### src/rtl/vregfile_control_arbiter.sv
// vregfile_control_arbiter: round-robin sharing of the control regfile read/write ports between scalar (S) and vector (V) requesters.
// Build option VCTRL_BYPASS_EN: forward same-cycle write data to a colliding read instead of stalling the read.
module vregfile_control_arbiter #(
  parameter int WIDTH = 32,
  parameter int NUMREGS = 32,
  parameter int LOG2NUMREGS = 5
) (
  input  logic                   clk,
  input  logic                   resetn,
  input  logic                   s_req,
  input  logic                   s_we,
  input  logic [LOG2NUMREGS-1:0] s_reg,
  input  logic [WIDTH-1:0]       s_wdata,
  output logic                   s_gnt,
  output logic                   s_rvalid,
  output logic [WIDTH-1:0]       s_rdata,
  input  logic                   v_req,
  input  logic                   v_we,
  input  logic [LOG2NUMREGS-1:0] v_reg,
  input  logic [WIDTH-1:0]       v_wdata,
  output logic                   v_gnt,
  output logic                   v_rvalid,
  output logic [WIDTH-1:0]       v_rdata,
  output logic [LOG2NUMREGS-1:0] rf_a_reg,
  output logic                   rf_a_en,
  input  logic [WIDTH-1:0]       rf_a_readdata,
  output logic [LOG2NUMREGS-1:0] rf_c_reg,
  output logic [WIDTH-1:0]       rf_c_writedata,
  output logic                   rf_c_we
);
  if (NUMREGS > (1 << LOG2NUMREGS)) begin : g_bad_cfg
    $error("NUMREGS does not fit in LOG2NUMREGS bits");
  end
  logic s_wr, v_wr, s_rd, v_rd;
  logic wr_s, wr_v, rd_sc, rd_vc, rd_s, rd_v, hazard;
  logic wr_last, rd_last;
  logic [LOG2NUMREGS-1:0] rd_reg, wr_reg;
  assign s_wr = s_req & s_we;
  assign v_wr = v_req & v_we;
  assign s_rd = s_req & ~s_we;
  assign v_rd = v_req & ~v_we;
  // last-winner flags: 1 = V, so V only wins a conflict right after S did
  assign wr_v = v_wr & (~s_wr | ~wr_last);
  assign wr_s = s_wr & ~wr_v;
  assign rd_vc = v_rd & (~s_rd | ~rd_last);
  assign rd_sc = s_rd & ~rd_vc;
  assign rd_reg = rd_sc ? s_reg : v_reg;
  assign wr_reg = wr_s ? s_reg : v_reg;
  assign hazard = (rd_sc | rd_vc) & (wr_s | wr_v) & (rd_reg == wr_reg);
`ifdef VCTRL_BYPASS_EN
  logic byp;
  logic [WIDTH-1:0] byp_data;
  assign rd_s = rd_sc;
  assign rd_v = rd_vc;
  assign s_rdata = byp ? byp_data : rf_a_readdata;
  always_ff @(posedge clk or negedge resetn)
    if (!resetn) begin
      byp <= 1'b0;
      byp_data <= '0;
    end else begin
      byp <= hazard;
      byp_data <= rf_c_writedata;
    end
`else
  assign rd_s = rd_sc & ~hazard;
  assign rd_v = rd_vc & ~hazard;
  assign s_rdata = rf_a_readdata;
`endif
  assign v_rdata = s_rdata;
  assign s_gnt = wr_s | rd_s;
  assign v_gnt = wr_v | rd_v;
  assign rf_c_we = wr_s | wr_v;
  assign rf_c_reg = rf_c_we ? wr_reg : '0;
  assign rf_c_writedata = wr_s ? s_wdata : wr_v ? v_wdata : '0;
  assign rf_a_en = rd_s | rd_v;
  assign rf_a_reg = rf_a_en ? rd_reg : '0;
  always_ff @(posedge clk or negedge resetn)
    if (!resetn) begin
      s_rvalid <= 1'b0;
      v_rvalid <= 1'b0;
      wr_last <= 1'b1;
      rd_last <= 1'b1;
    end else begin
      s_rvalid <= rd_s;
      v_rvalid <= rd_v;
      if (rf_c_we) wr_last <= wr_v;
      if (rf_a_en) rd_last <= rd_v;
    end
endmodule

### config.mk
export PLATFORM = sky130hd
export DESIGN_NAME = vregfile_control_arbiter
export DESIGN_NICKNAME = d
export VERILOG_FILES = /design/src/rtl/vregfile_control_arbiter.sv
export SDC_FILE = /design/constraint.sdc
export NUM_CORES = 1
export LEC_CHECK = 0
export BUFFER_PORTS_ARGS = -buffer_cell sky130_fd_sc_hd__buf_2
export CAP_MARGIN = 20
export CORE_AREA = 2 2 87 89
export CTS_CLUSTER_DIAMETER = 80
export DETAILED_ROUTE_END_ITERATION = 10
export DIE_AREA = 0 0 89 91
export PLACE_DENSITY_LB_ADDON = 0.08
export SYNTH_ARGS = -nofsm -noshare
export SYNTH_HDL_FRONTEND = slang
export SYNTH_SLANG_ARGS = --single-unit
### constraint.sdc
create_clock -name clk -period 3.66 [get_ports clk]
set_input_delay 0.366 -clock clk [delete_from_list [all_inputs] [get_ports clk]]
set_output_delay 0.366 -clock clk [all_outputs]
set_load 0.05 [all_outputs]
==> results list <==
* Count of boundary I/O pins: 224
- Max-slew violations: 0
- Half-perimeter wire length after detailed placement: 4660 um
* Vias per Instance: 4.19
- The worst hold path belongs to the class input port to flop.
* Net count, final: 335
- STA classifies the critical path endpoint as an output port.
* Final RePlAce weighted congestion: 0.767
* Cell depth of the worst min-delay path: 2
- The top cell type by area accounts for 38.0% of the synthesized area.
- In this run the most critical hold path is launched from s_we.
* Floorplan die area: 8100 um^2
- For this run, the total global-route usage over all layers was measured as 12.3%.
- Iteration-0 DRC count of the detailed router: 28
- Global-route wire length before repair: 7560 um
- Critical R2R Capture: s_rvalid
* PwrDens: 302 nW/um^2
- In this run the deepest clock path goes through 2 buffers.
- In the final routed layout, each cell accounts on average for 16.6 um.
- In the final layout, the share of cells above drive strength 1 is 63.1%.
- Depth of the most critical reg-to-reg path: 4
- Status: completed
- Most common cell after layout, fill and taps aside: buf_2
* Synth warn: 0
- From synthesis to final layout, the design area changed by 25.9%.
- Leading cell types in the layout, fill and taps excluded: buf_2 (127), a22o_1 (32), nor2_1 (12)
- Measured against its own limit, the worst slew margin works out to 39.0%.
* End of the worst hold path: wr_last
- Number of clock buffers inserted by TritonCTS: 3
* Via count: 1344
- At the worst endpoint, the arrival time is 2.22 ns.
* Residual DRC: 0
- Summed over all instances, the cell type with the most area after synthesis is buf_4.
- Slew at the pin closest to its max-slew limit: 0.915 ns
- Setup violations remaining at the end of the flow were counted as 0.
* Avg Synthesized Cell Area: 7.91 um^2
- Data required time of the worst path: 3.29 ns
- Number of library cell types mapped by synthesis: 26
- The die is 89 um wide.
* Core outline area: 7140 um^2
* Total congestion overflow after global routing: 0
* Gate Count Post-Synth: 160
- In this run the tool buffered the top-level ports with 127 buffer cells.
- Setup repair after global routing left no endpoint under its margin.
- Share of the cycle needed by the critical path after routing: 70.6%
- Final hold viol count: 0
* Clock Skew: 0.00380 ns
* Min Clock Period, post-route: 2.58 ns
- Setup ws final: 1.08 ns
- Reg2Reg Setup Slack: 2.76 ns
* Standard cell area after detailed placement: 1540 um^2
- The final layout contains routed wiring with a total length of 5330 um.
- Ranked by total cell area, the synthesized netlist is headed by buf_4 (38%), a22o_1 (22%), mux2i_1 (7.9%).
- The via count of the first global-routing pass is 1335.
* Routed Antenna Nets: 0
* Type of the setup path with the least slack: flop to output port
* Die Y-Extent: 91 um
- 0 antenna diodes ended up in the layout.
* Synthesized area: 1260 um^2
- Across the run, the number of max-cap violations was 0.
- Number of antenna violations at the first check in global routing: 0
- Post-layout instance area: 1590 um^2
* Standby leakage power: 0.893 nW
- In this run the clock root is driven by a clkbuf_8.
- Beginning of the worst register-to-register path: rd_last
- Maximum frequency from static timing analysis: 387 MHz
- Summed over all failing endpoints, the final setup total negative slack is 0 ns.
* CTS tree: yes
* Num Clock Sinks: 4
* Maximum number of pins on one net before global-route repair: 34
- Across the VDD grid, the largest voltage drop is 66.3 uV.
- After clock tree synthesis, the clock-pin slew on the worst setup and hold paths is 0.03 ns.
- Register bit count reported by yosys: 4
- Starting Density: 17.7%
* Fraction of the yosys area taken by sequential cells: 8.11%
- For this run, the detailed router's first-pass iteration total came to 4.
- Prior to clock tree synthesis, the placed netlist has a worst setup slack of 1.21 ns.
- Worst-Skew Late Latency: 0.22 ns
- Setup crit start kind: flop
* Deepest level of the CTS H-tree: 1
- Peak fanout along the critical path: 25
- The floorplan has 31 rows.
* Synthesized netlist net count: 272
-- where the power goes --
group          internal, W  total [W]  switching [W]
combinational    0.0000993   0.000324       0.000225
sequential       0.0000536  0.0000589     0.00000523
clock            0.0000745  0.0000982      0.0000238
total             0.000227   0.000481       0.000254
-- Yosys cell counts --
| master | count |
|---|---|
| and2b_2 | 1 |
| xnor2_1 | 4 |
| a21boi_2 | 1 |
| o22ai_4 | 1 |
| a22oi_1 | 1 |
| inv_1 | 3 |
| dfstp_2 | 2 |
| a22o_1 | 32 |
| mux2i_1 | 10 |
| nand2_1 | 6 |
| buf_4 | 64 |
| o211a_1 | 1 |
| o21bai_1 | 2 |
| buf_2 | 2 |
| or4_4 | 1 |
| xor2_1 | 2 |
| clkbuf_1 | 5 |
| dfrtp_1 | 2 |
| nor2_1 | 12 |
| a21oi_1 | 1 |
| nor2b_1 | 1 |
| o21ai_2 | 1 |
| o2bb2ai_1 | 1 |
| a31oi_1 | 2 |
| nand3_1 | 1 |
| nor2_4 | 1 |
-- worst max-delay path by stage --
stage          startpoint          end  slack [ns]  cells after the start
2_1_floorplan        s_we  rf_a_reg[0]        1.58                      4
3_3_place_gp         v_we  rf_c_reg[2]        1.22                      7
3_5_place_dp         v_we  rf_c_reg[2]        1.21                      7
4_1_cts           wr_last  rf_c_reg[2]        1.03                      5
5_1_grt           wr_last  rf_c_reg[4]        0.90                      5
6_report          wr_last  rf_c_reg[4]        1.08                      5
-- state kept, by name (all words and copies together), names as in the netlist --
name	cells
rd_last	1
v_rvalid	1
wr_last	1
s_rvalid	1
-- cell type report --
class | instances | area (um^2)
fill | 854 | 5540
multi-input combinational | 82 | 657
timing repair buffer | 129 | 653
tap | 99 | 124
sequential | 4 | 103
clock buffer | 4 | 45.0
inverter | 3 | 11.3
-- layer usage --
| layer | up-vias | track usage (%) | share of wire, % |
|---|---|---|---|
| li1 | 623 | - | - |
| met1 | 592 | 13.1 | 35 |
| met2 | 111 | 22.0 | 51 |
| met3 | 18 | 4.09 | 12 |
| met4 | 0 | 4.60 | 1.7 |
| met5 | - | 0 | 0 |
-- worst max-delay path: stages (launching register included) --
cell     delay [ns]
dfstp_2        0.57
o211a_1        0.54
buf_4          0.39
mux2i_1        0.22
nor2_1         0.05
buf_2          0.22
-- cell families (layout without fill, tap and decap cells) --
group	Yosys count	in the layout	synth area share (%)
xor+xnor	6	6	4.15
compound gates	43	43	30.0
buf+inv	74	136	41.1
simple gates	23	23	8.70
mux	10	10	7.91
flops	4	4	8.11
-- repair_timing --
action	4_1_cts	5_1_grt
hold endpoints to repair	2	0
resized for setup	0	0
setup buffers	0	0
setup endpoints to repair	0	0
hold buffers	1	0
-- stage by stage --
stage               std cells  util [%]  hold slack [ns]  total power (W)
floorplan                 160         -           0.0704         0.000471
global placement          316      21.5            0.187         0.000389
detailed placement        316      21.5            0.182         0.000385
CTS                       321      22.3            0.424         0.000487
global route              321      22.3            0.431         0.000512
finish                    321      22.3            0.428         0.000481
No activity file was read; power rests on OpenSTA's default activity.
